File: config.mk
export PLATFORM = sky130hd
export DESIGN_NAME = npu_inst_sched
export DESIGN_NICKNAME = d
export VERILOG_FILES = /design/src/rtl/npu_sched_pkg.sv /design/src/rtl/npu_inst_fifo.sv /design/src/rtl/npu_inst_sched.sv
export SDC_FILE = /design/constraint.sdc
export NUM_CORES = 1
export LEC_CHECK = 0
export ABC_AREA = 1
export ABC_CLOCK_PERIOD_IN_PS = 10000
export CELL_PAD_IN_SITES_DETAIL_PLACEMENT = 1
export CELL_PAD_IN_SITES_GLOBAL_PLACEMENT = 2
export CORE_MARGIN = 2
export CORE_UTILIZATION = 45
export CTS_BUF_LIST = sky130_fd_sc_hd__clkbuf_8
export DETAILED_ROUTE_END_ITERATION = 12
export DONT_BUFFER_PORTS = 1
export GPL_ROUTABILITY_DRIVEN = 0
export PLACE_DENSITY_LB_ADDON = 0.1
export SLEW_MARGIN = 20
export SYNTH_ARGS = -nofsm -noshare
export SYNTH_HDL_FRONTEND = slang
export SYNTH_SLANG_ARGS = --single-unit
File: constraint.sdc
create_clock -name npu_inst_clk -period 10 [get_ports npu_inst_clk]
set_input_delay 1 -clock npu_inst_clk [delete_from_list [all_inputs] [get_ports npu_inst_clk]]
set_output_delay 1 -clock npu_inst_clk [all_outputs]
set_load 0.01 [all_outputs]
File: src/rtl/npu_sched_pkg.sv
// rtl/npu_sched_pkg.sv - shared types and defaults for the NPU instruction scheduler
package npu_sched_pkg;

    localparam int NPU_INST_W        = 128;
    localparam int NPU_SCHED_DEPTH   = 8;
    localparam int NPU_SCHED_TIMEOUT = 2000000;

    typedef enum logic {
        IDLE = 1'b0,
        WAIT = 1'b1
    } sched_state_t;

endpackage

File: src/rtl/npu_inst_fifo.sv
// rtl/npu_inst_fifo.sv - show-ahead synchronous instruction FIFO
module npu_inst_fifo
    import npu_sched_pkg::*;
#(
    parameter int WIDTH = NPU_INST_W,
    parameter int DEPTH = NPU_SCHED_DEPTH
) (
    input  logic                     npu_inst_clk,
    input  logic                     npu_inst_rst_n,
    input  logic                     push,
    input  logic [WIDTH-1:0]         push_data,
    input  logic                     pop,
    output logic [WIDTH-1:0]         head,
    output logic [$clog2(DEPTH):0]   level,
    output logic                     full,
    output logic                     empty
);

    localparam int AW = $clog2(DEPTH);

    logic [WIDTH-1:0] mem [DEPTH];
    logic [AW-1:0]    wr_ptr;
    logic [AW-1:0]    rd_ptr;
    logic             do_push;
    logic             do_pop;

    assign full    = (level == (AW+1)'(DEPTH));
    assign empty   = (level == '0);
    assign do_push = push && !full;
    assign do_pop  = pop && !empty;
    assign head    = mem[rd_ptr];

    // Storage array; contents are don't-care until the level says otherwise
    always_ff @(posedge npu_inst_clk) begin
        if (do_push) begin
            mem[wr_ptr] <= push_data;
        end
    end

    // Pointers wrap naturally; level tracks occupancy so full/empty need no extra bit
    always_ff @(posedge npu_inst_clk or negedge npu_inst_rst_n) begin
        if (!npu_inst_rst_n) begin
            wr_ptr <= '0;
            rd_ptr <= '0;
            level  <= '0;
        end else begin
            if (do_push) begin
                wr_ptr <= wr_ptr + AW'(1);
            end
            if (do_pop) begin
                rd_ptr <= rd_ptr + AW'(1);
            end
            case ({do_push, do_pop})
                2'b10:   level <= level + (AW+1)'(1);
                2'b01:   level <= level - (AW+1)'(1);
                default: level <= level;
            endcase
        end
    end

endmodule

File: src/rtl/npu_inst_sched.sv
// rtl/npu_inst_sched.sv - arbitrates host/sequencer instructions and issues them to the NPU (watchdog: NPU_SCHED_TIMEOUT_EN)
module npu_inst_sched
    import npu_sched_pkg::*;
#(
    parameter int DEPTH   = NPU_SCHED_DEPTH,
    parameter int TIMEOUT = NPU_SCHED_TIMEOUT
) (
    input  logic                     npu_inst_clk,
    input  logic                     npu_inst_rst_n,
    input  logic [NPU_INST_W-1:0]    src0_inst,
    input  logic                     src0_inst_en,
    input  logic [NPU_INST_W-1:0]    src1_inst,
    input  logic                     src1_inst_valid,
    output logic                     src1_inst_ready,
    output logic [NPU_INST_W-1:0]    npu_inst,
    output logic                     npu_inst_start,
    input  logic                     npu_inst_done,
    output logic                     sched_busy,
    output logic                     sched_drop,
    output logic                     sched_timeout,
    output logic [$clog2(DEPTH):0]   fifo_level
);

    logic                  full;
    logic                  empty;
    logic                  push;
    logic                  pop;
    logic [NPU_INST_W-1:0] push_data;
    logic [NPU_INST_W-1:0] head;
    sched_state_t          state;

    // The host path cannot be stalled, so the sequencer only gets a slot the host leaves free
    assign src1_inst_ready = !full && !src0_inst_en;
    assign pop             = (state == IDLE) && !empty;
    assign sched_busy      = (state == WAIT);

    // Single write port: host strobe wins, sequencer fills otherwise idle slots
    always_comb begin
        push      = 1'b0;
        push_data = src1_inst;
        if (src0_inst_en) begin
            push      = !full;
            push_data = src0_inst;
        end else if (src1_inst_valid && src1_inst_ready) begin
            push      = 1'b1;
        end
    end

    npu_inst_fifo #(
        .WIDTH (NPU_INST_W),
        .DEPTH (DEPTH)
    ) u_fifo (
        .npu_inst_clk   (npu_inst_clk),
        .npu_inst_rst_n (npu_inst_rst_n),
        .push           (push),
        .push_data      (push_data),
        .pop            (pop),
        .head           (head),
        .level          (fifo_level),
        .full           (full),
        .empty          (empty)
    );

    // Flag a host instruction that arrived while the FIFO had no room
    always_ff @(posedge npu_inst_clk or negedge npu_inst_rst_n) begin
        if (!npu_inst_rst_n) begin
            sched_drop <= 1'b0;
        end else begin
            sched_drop <= src0_inst_en && full;
        end
    end

`ifdef NPU_SCHED_TIMEOUT_EN
    localparam int              CW      = (TIMEOUT > 1) ? $clog2(TIMEOUT) : 1;
    localparam logic [CW-1:0]   WD_LAST = CW'(TIMEOUT - 1);

    logic [CW-1:0] wd_cnt;
    logic          wd_expired;

    assign wd_expired = (wd_cnt == WD_LAST);

    // Issue FSM with watchdog: done has precedence over an expiry in the same cycle
    always_ff @(posedge npu_inst_clk or negedge npu_inst_rst_n) begin
        if (!npu_inst_rst_n) begin
            state          <= IDLE;
            npu_inst       <= '0;
            npu_inst_start <= 1'b0;
            sched_timeout  <= 1'b0;
            wd_cnt         <= '0;
        end else begin
            npu_inst_start <= 1'b0;
            sched_timeout  <= 1'b0;
            case (state)
                IDLE: begin
                    if (!empty) begin
                        npu_inst       <= head;
                        npu_inst_start <= 1'b1;
                        wd_cnt         <= '0;
                        state          <= WAIT;
                    end
                end
                WAIT: begin
                    if (npu_inst_done) begin
                        wd_cnt <= '0;
                        state  <= IDLE;
                    end else if (wd_expired) begin
                        sched_timeout <= 1'b1;
                        wd_cnt        <= '0;
                        state         <= IDLE;
                    end else begin
                        wd_cnt <= wd_cnt + CW'(1);
                    end
                end
                default: state <= IDLE;
            endcase
        end
    end
`else
    logic unused_timeout;

    assign unused_timeout = (TIMEOUT != 0);
    assign sched_timeout  = 1'b0;

    // Issue FSM without watchdog: an instruction stays outstanding until done
    always_ff @(posedge npu_inst_clk or negedge npu_inst_rst_n) begin
        if (!npu_inst_rst_n) begin
            state          <= IDLE;
            npu_inst       <= '0;
            npu_inst_start <= 1'b0;
        end else begin
            npu_inst_start <= 1'b0;
            case (state)
                IDLE: begin
                    if (!empty) begin
                        npu_inst       <= head;
                        npu_inst_start <= 1'b1;
                        state          <= WAIT;
                    end
                end
                WAIT: begin
                    if (npu_inst_done) begin
                        state <= IDLE;
                    end
                end
                default: state <= IDLE;
            endcase
        end
    end
`endif

endmodule

==> results.py <==
metrics = {
    "layout": {
        "n_fill_cell": 10839,
        "layout_common_cells": "1,024 x edfxtp_1, 791 x nand2_1, 774 x nor2_1",
        "area_growth_pct": 10.3,
        "drive_gt1_share_pct": 7.62,
        "final_common_cell": "edfxtp_1",
        "fin_nets": 4304,
        "fin_cells": 5585,
    },
    "grt": {
        "grt_pass1_vias": 32071,
        "grt_use_met3_pct": 4.71,
        "grt_util_met1_pct": 32.7,
        "overflow": 0,
        "grt.busiest_layer": "met2",
        "grt_util_met2_pct": 39.5,
        "grt_pass1_wl_um": 195000,
        "antenna_found_initial": 4,
        "grt_usage_pct": 24.1,
        "grt_max_degree": 219,
    },
    "pwr": {
        "p_comb_share_pct": 30.7,
        "power.total_mw": 16.5,
        "internal_power_mw": 10.2,
        "switching_power_mw": 6.35,
        "switching_share_pct": 38.4,
        "power_frac_seq_pct": 44.5,
        "power_density_mw_per_mm2": 319,
        "p_leak_nw": 19.4,
        "pwr-share-clk_pct": 24.8,
        "ir_worst_vdd_v": 0.000235,
    },
    "sta": {
        "rsz0062_at_grt": "false",
        "worst_slew_pin_slew_ns": 1.13,
        "timing.final.max_slew_violations": 0,
        "fmax_mhz": 247,
        "slew_headroom_pct": 24.8,
        "setup_viol": 0,
        "finalCriticalPeriod_ns": 4.05,
        "finalHoldViolCount": 0,
        "skew_ns": 0.0321,
        "finalCritPeriodShare_pct": 40.5,
        "finalWorstSetupSlack_ns": 5.95,
        "setup_tns_ns": 0,
    },
    "synthesis": {
        "yosys_warnings": 0,
        "synth_cells": 4058,
        "synth_top_cell_by_area": "edfxtp_1",
        "ys_seq_elements": 1165,
        "synth_area_leaders": "edfxtp_1 65%, dfrtp_1 7.5%, nand2_1 6.3%, nor2_1 6.3%, nand3_1 4.1%",
        "synth.cell_area_mm2": 0.0470,
        "avgSynthCellArea_um2": 11.6,
        "yosysSeqAreaShare_pct": 73.0,
        "synth_nets": 4324,
        "synth_top_area_share_pct": 65.5,
        "ys_types": 25,
    },
    "floorplanning": {
        "initial_utilization_pct": 45.4,
        "die_x_um": 327,
        "design.portCount": 398,
        "rows": 118,
        "core_mm2": 0.103,
        "dieArea_mm2": 0.107,
        "die_h_um": 327,
    },
    "setup_path": {
        "cp_slowest_cell": "buf_4",
        "r2r_start": "u_fifo.level[2]",
        "cp_cell_sequence": "inv_1 -> nand3_1 -> inv_1 -> nor2_4 -> nand2_1 -> nor2_4 -> buf_4 -> buf_4",
        "crit_start": "u_fifo.level[2]",
        "cp_slowest_stage_delay_ns": 0.79,
        "path_class": "reg -> reg",
        "start_kind": "flip-flop",
        "cp.required_ns": 10.45,
        "path_delay_family": "buffers and inverters",
        "worstPathArrival_ns": 4.50,
        "crit_path_end_kind": "flip-flop",
        "crit_fanout": 49,
        "critPathBufInv": 4,
    },
    "cts": {
        "path_clk_slew_ns": 0.06,
        "cts_htree_levels": 4,
        "cts_root_buf": "clkbuf_8",
        "cts_buffers": 195,
        "clk_latency_ns": 0.85,
        "cts_tree": "done",
        "cts.path.max_buffers": 3,
        "cts_resized": 0,
        "clock_sinks": 1165,
        "cts_setup_buffers": 0,
    },
    "routing": {
        "drt_iter0_drc": 2359,
        "wl_um": 129000,
        "drt_first_pass_iters": 5,
        "ant_nets": 0,
        "drc_errors": 0,
        "vias_per_cell": 5.43,
        "wl_per_cell_um": 23.1,
        "via_count": 30337,
    },
    "placement": {
        "dpl.cell_count": 5219,
        "numPortBuffers": 0,
        "dp_slack_ns": 5.50,
        "dp_hpwl_um": 64900,
    },
    "flow_run": {
        "drv_cap": 0,
    },
    "hold_path": {
        "hp-class": "in -> async",
    },
    "status": {
        "status": "completed",
    },
}
state kept, by name, summed over array words and instances, names as in the netlist:
signal,cells
npu_inst,128
npu_inst_start,1
sched_busy,1
sched_drop,1
u_fifo.level,4
u_fifo.mem,1024
u_fifo.rd_ptr,3
u_fifo.wr_ptr,3
cell families (layout without fill, tap and decap cells):
kind of cell / after synthesis / count (layout) / synth area share (%)
adders and majority gates: 5 / 5 / 0.133
AOI/OAI and AO/OA: 519 / 519 / 6.25
xor gates and xnor gates: 5 / 5 / 0.0933
buffers and inverters: 398 / 540 / 3.73
DFF: 1165 / 1165 / 73.0
and+or+nand+nor: 1965 / 1965 / 16.8
other: 1 / 6 / 0.00799
area by class of cell:
| cell class | count | area (um^2) | share of cell area (%) |
|---|---|---|---|
| well taps | 1380 | 1730 | 3.33 |
| repair buffers | 37 | 405 | 0.783 |
| inverters | 144 | 566 | 1.09 |
| multi-input cells | 2495 | 11000 | 21.2 |
| flip-flops and latches | 1165 | 34300 | 66.2 |
| clock inverters | 126 | 616 | 1.19 |
| clock buffers | 233 | 3210 | 6.19 |
| diodes | 5 | 12.5 | 0.0242 |
path summary, 6_finish.rpt:
kind | cells past startpoint | endpoint | slack, ns
setup / recovery | 8 | u_fifo.mem[7][99] | 5.95
hold reg to reg | 2 | npu_inst[43] | 0.55
min in group npu_inst_clk | 1 | sched_busy | 0.26
max in group asynchronous | 1 | u_fifo.rd_ptr[2] | 9.04
setup reg to reg | 8 | u_fifo.mem[7][99] | 5.95
hold / removal | 1 | npu_inst[111] | 0.22
Yosys cell counts:
| cell | n |
|---|---|
| nor2_2 | 1 |
| o21ai_1 | 65 |
| clkbuf_1 | 103 |
| ha_1 | 5 |
| or2_2 | 2 |
| nand2_1 | 791 |
| a31oi_1 | 1 |
| a31oi_4 | 1 |
| o211ai_1 | 128 |
| nand3_1 | 388 |
| nor2_1 | 782 |
| buf_6 | 1 |
| conb_1 | 1 |
| buf_2 | 91 |
| xnor2_1 | 2 |
| a21oi_1 | 1 |
| dfrtp_1 | 141 |
| inv_1 | 140 |
| inv_2 | 4 |
| buf_4 | 36 |
| o21ai_0 | 323 |
| buf_1 | 23 |
| edfxtp_1 | 1024 |
| xor2_1 | 3 |
| nor2_4 | 1 |
power by group through the flow:
stage	clock [mW]	combinational, mW	sequential, mW
after detailed placement	0	5.14	7.45
final	4.10	5.07	7.34
after global placement	0	5.03	7.41
after CTS	4.21	5.18	7.36
after global routing	4.41	5.73	7.46
after floorplan	0	3.57	7.33
layer usage:
| layer | share of wire [%] | vias to the layer above | wire length, um |
|---|---|---|---|
| li1 | - | 14006 | - |
| met4 | 2.5 | 0 | 3200 |
| met1 | 45 | 15395 | 58300 |
| met2 | 47 | 717 | 60700 |
| met3 | 5.2 | 219 | 6680 |
| met5 | 0 | - | 0 |
what timing repair did:
item / in CTS / in global routing
endpoints found under the hold margin: 141 / 0
setup endpoints to repair: 0 / 0
hold buffers: 1 / 0
through the flow:
step	util, %	cell area [um^2]	hold WS (ns)
final	50.1	51800	0.217
after global placement	46.3	47900	0.535
after global routing	50.1	51800	0.228
after detailed placement	46.3	47900	0.530
after CTS	50.0	51800	0.172
after floorplan	-	47000	0.493
No activity file was read; power rests on OpenSTA's default activity.
